### src/rtl/lsu_pkg.sv
// Shared types and constants for the MEM-stage load/store unit.
package lsu_pkg;

   typedef enum logic [1:0] {StIdle, StReq, StDone} lsu_state_e;

   localparam int unsigned TimeoutCyclesDefault = 16;
   localparam logic [1:0]  AlignMask            = 2'b00;
   localparam logic [31:0] AbortLoadData        = 32'h0;

   function automatic logic is_aligned(logic [1:0] addr_lsb);
      return addr_lsb == AlignMask;
   endfunction

endpackage

### src/rtl/load_store_unit_if.sv
// Word-aligned data-memory port with a req/ack handshake and variable latency.
interface load_store_unit_if;

   logic        mem_req;
   logic        mem_we;
   logic [31:0] mem_addr;
   logic [31:0] mem_wdata;
   logic        mem_ack;
   logic [31:0] mem_rdata;

   modport master (
      output mem_req,
      output mem_we,
      output mem_addr,
      output mem_wdata,
      input  mem_ack,
      input  mem_rdata
   );

   modport slave (
      input  mem_req,
      input  mem_we,
      input  mem_addr,
      input  mem_wdata,
      output mem_ack,
      output mem_rdata
   );

endinterface

### src/rtl/lsu_timeout_cnt.sv
// Counts request cycles without acknowledge; expired_o flags the cycle whose
// increment would bring the count to TIMEOUT_CYCLES.
module lsu_timeout_cnt
   import lsu_pkg::*;
#(
   parameter int unsigned TIMEOUT_CYCLES = TimeoutCyclesDefault
) (
   input  logic clk_i,
   input  logic rst_i,
   input  logic clr_i,
   input  logic en_i,
   output logic expired_o
);

   localparam logic [7:0] LastCount = 8'(TIMEOUT_CYCLES - 1);

   logic [7:0] cnt_q, cnt_d;

   always_comb begin
      cnt_d = cnt_q;
      if (clr_i) begin
         cnt_d = 8'd0;
      end else if (en_i) begin
         cnt_d = cnt_q + 8'd1;
      end
   end

   always_ff @(posedge clk_i or negedge rst_i) begin
      if (!rst_i) begin
         cnt_q <= 8'd0;
      end else begin
         cnt_q <= cnt_d;
      end
   end

   assign expired_o = en_i & (cnt_q == LastCount);

endmodule

### src/rtl/load_store_unit.sv
// MEM-stage load/store initiator: latches one access, drives the memory
// request, stalls until ack or timeout, and pulses valid_o on completion.
module load_store_unit
   import lsu_pkg::*;
#(
   parameter int unsigned TIMEOUT_CYCLES = TimeoutCyclesDefault
) (
   input  logic               clk_i,
   input  logic               rst_i,
   input  logic               MemRead_i,
   input  logic               MemWrite_i,
   input  logic [31:0]        addr_i,
   input  logic [31:0]        data_i,
   output logic               stall_o,
   output logic [31:0]        data_o,
   output logic               valid_o,
   output logic               misalign_o,
   output logic               timeout_o,
   load_store_unit_if.master  mem
);

   lsu_state_e  state_q;
   logic        req_q, we_q;
   logic [31:0] addr_q, wdata_q, data_q;
   logic        valid_q, misalign_q, timeout_q;

   logic access, aligned, accept, cnt_en, expired;

   assign access  = MemRead_i | MemWrite_i;
   assign aligned = is_aligned(addr_i[1:0]);
   assign accept  = (state_q == StIdle) & access & aligned;
   assign cnt_en  = (state_q == StReq) & ~mem.mem_ack;

   lsu_timeout_cnt #(
      .TIMEOUT_CYCLES (TIMEOUT_CYCLES)
   ) u_timeout_cnt (
      .clk_i     (clk_i),
      .rst_i     (rst_i),
      .clr_i     (accept),
      .en_i      (cnt_en),
      .expired_o (expired)
   );

   always_ff @(posedge clk_i or negedge rst_i) begin
      if (!rst_i) begin
         state_q    <= StIdle;
         req_q      <= 1'b0;
         we_q       <= 1'b0;
         addr_q     <= 32'h0;
         wdata_q    <= 32'h0;
         data_q     <= 32'h0;
         valid_q    <= 1'b0;
         misalign_q <= 1'b0;
         timeout_q  <= 1'b0;
      end else begin
         valid_q    <= 1'b0;
         misalign_q <= 1'b0;
         timeout_q  <= 1'b0;
         unique case (state_q)
            StIdle: begin
               if (access && aligned) begin
                  // Read+write together is a store; we_q follows MemWrite_i only.
                  addr_q  <= addr_i;
                  wdata_q <= data_i;
                  we_q    <= MemWrite_i;
                  req_q   <= 1'b1;
                  state_q <= StReq;
               end else if (access) begin
                  misalign_q <= 1'b1;
               end
            end
            StReq: begin
               if (mem.mem_ack) begin
                  if (!we_q) data_q <= mem.mem_rdata;
                  req_q   <= 1'b0;
                  valid_q <= 1'b1;
                  state_q <= StDone;
               end else if (expired) begin
                  if (!we_q) data_q <= AbortLoadData;
                  req_q     <= 1'b0;
                  valid_q   <= 1'b1;
                  timeout_q <= 1'b1;
                  state_q   <= StDone;
               end
            end
            StDone: begin
               state_q <= StIdle;
            end
            default: begin
               state_q <= StIdle;
            end
         endcase
      end
   end

   // Combinational so the instruction is held from its very first MEM cycle.
   assign stall_o = (state_q == StReq) | accept;

   assign data_o     = data_q;
   assign valid_o    = valid_q;
   assign misalign_o = misalign_q;
   assign timeout_o  = timeout_q;

   assign mem.mem_req   = req_q;
   assign mem.mem_we    = we_q;
   assign mem.mem_addr  = addr_q;
   assign mem.mem_wdata = wdata_q;

endmodule

### src/flat_wrapper.sv
// flat-port wrapper written by rule: the top's interface ports become plain ports
module load_store_unit_flat import lsu_pkg::*;
#(
   parameter int unsigned TIMEOUT_CYCLES = TimeoutCyclesDefault
)
  (clk_i, rst_i, MemRead_i, MemWrite_i, addr_i, data_i, stall_o, data_o, valid_o, misalign_o, timeout_o, mem_mem_req, mem_mem_we, mem_mem_addr, mem_mem_wdata, mem_mem_ack, mem_mem_rdata);
  load_store_unit_if mem_i ();
  input  logic clk_i;
  input  logic rst_i;
  input  logic MemRead_i;
  input  logic MemWrite_i;
  input  logic [31:0] addr_i;
  input  logic [31:0] data_i;
  output logic stall_o;
  output logic [31:0] data_o;
  output logic valid_o;
  output logic misalign_o;
  output logic timeout_o;
  output wire logic [$bits(mem_i.mem_req)-1:0] mem_mem_req;
  output wire logic [$bits(mem_i.mem_we)-1:0] mem_mem_we;
  output wire logic [$bits(mem_i.mem_addr)-1:0] mem_mem_addr;
  output wire logic [$bits(mem_i.mem_wdata)-1:0] mem_mem_wdata;
  input wire logic [$bits(mem_i.mem_ack)-1:0] mem_mem_ack;
  input wire logic [$bits(mem_i.mem_rdata)-1:0] mem_mem_rdata;
  assign mem_mem_req = mem_i.mem_req;
  assign mem_mem_we = mem_i.mem_we;
  assign mem_mem_addr = mem_i.mem_addr;
  assign mem_mem_wdata = mem_i.mem_wdata;
  assign mem_i.mem_ack = mem_mem_ack;
  assign mem_i.mem_rdata = mem_mem_rdata;
  load_store_unit #(.TIMEOUT_CYCLES(TIMEOUT_CYCLES)) u_core (.clk_i(clk_i), .rst_i(rst_i), .MemRead_i(MemRead_i), .MemWrite_i(MemWrite_i), .addr_i(addr_i), .data_i(data_i), .stall_o(stall_o), .data_o(data_o), .valid_o(valid_o), .misalign_o(misalign_o), .timeout_o(timeout_o), .mem(mem_i));
endmodule
### config.mk
export PLATFORM = sky130hd
export DESIGN_NAME = load_store_unit_flat
export DESIGN_NICKNAME = d
export VERILOG_FILES = /design/src/rtl/lsu_pkg.sv /design/src/rtl/load_store_unit_if.sv /design/src/rtl/lsu_timeout_cnt.sv /design/src/rtl/load_store_unit.sv /design/src/flat_wrapper.sv
export SDC_FILE = /design/constraint.sdc
export NUM_CORES = 1
export LEC_CHECK = 0
export ABC_AREA = 1
export CORE_UTILIZATION = 35
export DETAILED_ROUTE_END_ITERATION = 10
export GPL_ROUTABILITY_DRIVEN = 1
export PLACE_DENSITY = 0.69
export SYNTH_ARGS = -nofsm -noshare
export SYNTH_HDL_FRONTEND = slang
export SYNTH_SLANG_ARGS = --single-unit
### constraint.sdc
create_clock -name clk_i -period 2.6 [get_ports clk_i]
set_input_delay 0.26 -clock clk_i [delete_from_list [all_inputs] [get_ports clk_i]]
set_output_delay 0.26 -clock clk_i [all_outputs]
set_load 0.01 [all_outputs]
### Yosys cells after proc, flatten, opt, wreduce, memory -nomap -nowiden

Index checks and enable logic that the tools add are counted.
Widths: inputs -> output; s select.

* add/sub/neg operators: 1
* eq/ne operators: 4
* muxes and demuxes: 22
* bitwise logic cells: 8
* reduce and logical (&&, ||, !) cells: 10

Operators with widths (number)
* $mux 32: 4
* $mux 8: 2
* $mux 1: 11
* $add 8x1->8 const B: 1
* $eq 8x4->1 const B: 1
* $mux 2: 3
* $reduce_and 3->1: 2
* $reduce_bool 2->1: 3
* $and 1x1->1: 4
* $logic_not 2->1: 2
* $pmux 2 s2: 1
* $reduce_and 2->1: 2
* $ne 3x2->1 const B: 1
* $eq 2x1->1 const B: 1
* $ne 2x2->1 const B: 1
* $not 1->1: 2
* $or 1x1->1: 2
* $pmux 1 s2: 1
* $logic_and 1x1->1: 1

* flip-flop bits (word level): 111
* input bits: 101
* output and inout bits: 102
* word-level logic and storage cells: 55

### Longest topological paths before layout

* depth after elaboration: 6
* mapped depth: 7
* gate-level depth less buffers: 7

### Hierarchy

From an unflattened synthesis, not the netlist that was laid out.

* cells, all modules: 580
* area, all modules: 4898.4 sq um

By module, submodules not included
* load_store_unit: times used 1, cells each 524, area each 4469.3 sq um, sequential area each 2577.5 sq um
* lsu_timeout_cnt: times used 1, cells each 56, area each 429.2 sq um, sequential area each 200.2 sq um

### Worst setup path after synthesis

OpenSTA, ideal clock, no wires.

* path type: reg-to-reg
* from: reg u_core.u_timeout_cnt.cnt_q[0]
* to: reg u_core.data_q[10], in the netlist u_core.data_o[10]
* library setup time: 117 ps
* arrival time: 1217 ps
* data required time: 2483 ps
* path slack: 1265 ps
* cell stages (with the launch flop): 8
* buffers on the path: 1
* period minus slack after synthesis: 1335 ps
* cells stage by stage: dfrtp_1 ha_1 nand3_2 o21bai_4 nand3_4 buf_6 nand2_2 nand2_1

* word-level cells in the longest chain between the ends: 4

RTL lines
* start, declared: RTL line lsu_timeout_cnt.sv:17 `logic [7:0] cnt_q, cnt_d;`
* start signal, assigned: RTL line lsu_timeout_cnt.sv:32 `cnt_q <= cnt_d;`
* $eq 8x4->1: RTL line lsu_timeout_cnt.sv:36 `assign expired_o = en_i & (cnt_q == LastCount);`
* $and 1x1->1: RTL line lsu_timeout_cnt.sv:36
* $reduce_bool 2->1 (no source line)
* $reduce_and 3->1 (no source line)
* end signal, assigned: RTL line load_store_unit.sv:74 `if (!we_q) data_q <= mem.mem_rdata;`
* end signal, assigned: RTL line load_store_unit.sv:79 `if (!we_q) data_q <= AbortLoadData;`
* end, declared: RTL line load_store_unit.sv:24 `logic [31:0] addr_q, wdata_q, data_q;`

No other way between the ends.
A chain may end at the register's enable or synchronous reset.

### Worst setup path after layout

* from: reg u_core.state_q[1]
* to: out stall_o

* word-level cells in the longest chain between the ends: 4
* elaborated cells between the ends (all ways): 5
* those cells by class: 1 x eq/ne; 3 x bitwise; 1 x reduce/logical

RTL lines
* start, declared: RTL line load_store_unit.sv:22 `lsu_state_e state_q;`
* start signal, assigned: RTL line load_store_unit.sv:46 `state_q <= StIdle;`
* start signal, assigned: RTL line load_store_unit.sv:67 `state_q <= StReq;`
* start signal, assigned: RTL line load_store_unit.sv:77 `state_q <= StDone;`
* $logic_not 2->1: RTL line load_store_unit.sv:31 `assign accept = (state_q == StIdle) & access & aligned;`
* $and 1x1->1 (2 in series): RTL line load_store_unit.sv:31
* $or 1x1->1 *: RTL line load_store_unit.sv:97 `assign stall_o = (state_q == StReq) | accept;`
* end, declared: RTL line flat_wrapper.sv:14 `output logic stall_o;`

Mark *: on every way between the ends. The rest lies on a longest branch, timed or not.

==> flow_summary_export.csv <==
group,metric,value,unit
pwr,ir_drop,317.9,uV
sta,tightest_slew,0.5986,ns
layout,syn_to_final_growth,53.88,%
sta,maxSlewViolCount,0,
worst_setup_path,crit_path_start_kind,"flop",
global_route,grt.met1_usage,20.79,%
die,die-area,13490,um2
worst_setup_path,ff2ff_path_depth,5,
placement,dp_cells,867,
sta,fin_crit_sh,73.76,%
layout,diodes,0,
route,num_vias,4045,
worst_setup_path,cp.arrival,1.66,ns
clock_network,cts_root_buf,"clkbuf_16",
global_route,antenna_found_initial,0,
clock_network,clk_pin_slew,0.07,ns
placement,gp_congestion,0.7221,
worst_hold_path,whs_endpoint,"u_core.mem.mem_addr[15]",
clock_network,post-cts-setup-buffers,0,
route,firstDrtPassIters,4,
route,ant_nets,0,
status,status,"finished clean",
global_route,grt_use_total,18.20,%
worst_setup_path,r2r_start,"u_core.state_q[1]",
synth,yosysSeqAreaShare,60.91,%
global_route,grt_overflow,0,
synth,synth_warnings,0,
layout,stdcell_count,883,
clock_network,clk_path_buf_depth,2,
synth,synth_flop_cell,"dfrtp_1",
clock_network,numCtsBuffers,9,
die,die_w,116.2,um
synth,synthMostInstantiatedCell,"nand2_1",
global_route,met3_usage,4.463,%
global_route,grt_max_degree,66,
worst_setup_path,slowest_delay,0.53,ns
synth,syn_avg_cell_area,8.890,um2
synth,synthTopCellsByCount,"nand2_1 (266), dfrtp_1 (111), nand4_1 (36)",
global_route,use_met2,32.70,%
layout,nets,809,
worst_setup_path,cp.required,2.34,ns
synth,synth.cell_area,4561,um2
route,avgRoutedWirePerCell,13.68,um
route,dr.first_iter.drc_count,171,
synth,ys_ff_latch,111,
worst_hold_path,min_path_cells,3,
global_route,grt_first_pass_wirelength,19010,um
worst_setup_path,reg2reg_slack,0.87,ns
worst_setup_path,crit_slowest_cell,"clkdlybuf4s50_1",
global_route,grt_pass1_vias,4119,
clock_network,htreeDepth,3,
worst_setup_path,path_cells,"nor2_4, inv_1, nand2_1, clkdlybuf4s50_1",
sta,timing.fmax,521.4,MHz
synth,syn-num-nets,615,
route,vias_per_cell,4.581,
sta,hold_viol_final,0,
synth,synth_top_area_cell,"dfrtp_1",
synth,synth.distinct_cells,22,
die,start_util,35.99,%
clock_network,cts_resized,0,
worst_hold_path,min_from,"addr_i[15]",
route,totalWireLength,12080,um
die,dieHeight,116.2,um
synth,ys_top_cells_by_area,"dfrtp_1 (61%), nand2_1 (22%), nand4_1 (4.9%)",
worst_setup_path,rr_endpoint,"u_core.data_o[13]",
layout,drive_gt1_share,5.767,%
worst_setup_path,crit_start,"u_core.state_q[1]",
worst_setup_path,critPathMaxFanout,7,
clock_network,cts_tree,"yes",
sta,max_slew_margin,60.09,%
job,max_cap_viol_count,0,
pwr,p_per_area,862.8,nW/um2
placement,dp_hpwl,8511,um
layout,fin_util,55.39,%
sta,setup_viol,0,
sta,rsz0062_at_grt,"no",
worst_setup_path,crit_type,"reg2out",
synth,synth-edff-count,0,
worst_setup_path,endpoint_kind,"output pin",
synth,syn_inst,513,
global_route,grt_busiest_layer,"met2",
placement,port_buffers,202,
die,row_count,41,
sta,finClkSkew,0.004488,ns
die,core_area,12670,um2
die,ioPinCount,203,
clock_network,clkLatencyLatePin,0.35,ns
sta,fin_crit,1.918,ns
synth,synth-async-reset-ratio,100.0,%
pwr,p_leak,3.422,nW
synth,synth_top_cell_area_share,60.91,%
sta,fin_setup_tns,0,ns
route,drc,0,
sta,hold_ws,0.4436,ns
worst_hold_path,hold_class,"in2reg",
clock_network,cts_sinks,111,
-- sequential cells by signal (all words and copies together), names as in the netlist --
| name | cells |
|---|---|
| u_core.data_o | 32 |
| u_core.mem.mem_addr | 32 |
| u_core.mem.mem_req | 1 |
| u_core.mem.mem_wdata | 32 |
| u_core.mem.mem_we | 1 |
| u_core.misalign_o | 1 |
| u_core.state_q | 2 |
| u_core.timeout_o | 1 |
| u_core.u_timeout_cnt.cnt_q | 8 |
| u_core.valid_o | 1 |
-- worst max-delay path, delay by kind of cell, from the launching register on --
kind	cells	cell delay (ns)
DFF	1	0.41
and+or+nand+nor	2	0.28
buffers and inverters	2	0.63
-- through the flow --
stage	cell area [um2]	setup WS [ns]	total power [mW]
after global placement	6694	0.6586	4.584
final	7018	0.6821	6.055
after CTS	7018	0.6513	6.134
after global routing	7018	0.6002	6.411
after detailed placement	6694	0.5753	4.638
after floorplan	4561	1.265	3.310
-- area by class of cell --
| class | count | area, um2 |
|---|---|---|
| Fill cell | 1125 | 5653 |
| Tap cell | 172 | 215.2 |
| Clock buffer | 12 | 246.5 |
| Sequential cell | 111 | 2778 |
| Timing Repair Buffer | 211 | 2102 |
| Inverter | 23 | 86.33 |
| Clock inverter | 3 | 67.56 |
| Multi-Input combinational cell | 351 | 1523 |
-- metal layers --
metal	up-vias	share of wire (%)
li1	1988	-
met5	-	0
met3	13	6.8
met4	0	1.7
met1	1917	42
met2	127	50
-- worst max path at each step --
stage | endpoint | slack [ns]
2_1_floorplan | u_core.data_o[10] | 1.27
3_3_place_gp | u_core.mem.mem_addr[9] | 0.66
3_5_place_dp | u_core.mem.mem_wdata[11] | 0.58
4_1_cts | stall_o | 0.65
5_1_grt | stall_o | 0.60
6_report | stall_o | 0.68
-- power by group --
part	internal, mW	leakage, nW	switching [mW]
registers	2.22	1.40	0.296
clock network	0.866	0.149	0.593
logic	1.17	1.87	0.907
-- cells by family after synthesis --
group,count (synthesis),synth area share [%]
fa+ha+maj,1,0.2743
compound gates,11,1.536
simple gates,339,31.58
flops,111,60.91
buf+inv,51,5.706
-- repair_timing --
action	CTS	global route
endpoints found under the setup margin	0	0
hold buffers	1	0
hold endpoints to repair	46	0
-- placed cells by master (no fill, tap or decap), drive strengths merged, types with 2 or more instances in the layout --
cell type / n
o21ai: 5
nand3: 10
nand4: 36
a21oi: 4
clkbuf: 12
nor2: 14
buf: 9
nor3: 2
bufinv: 2
dfrtp: 111
clkdlybuf4s50: 201
nand2: 277
inv: 23
No activity file was read; power rests on OpenSTA's default activity.
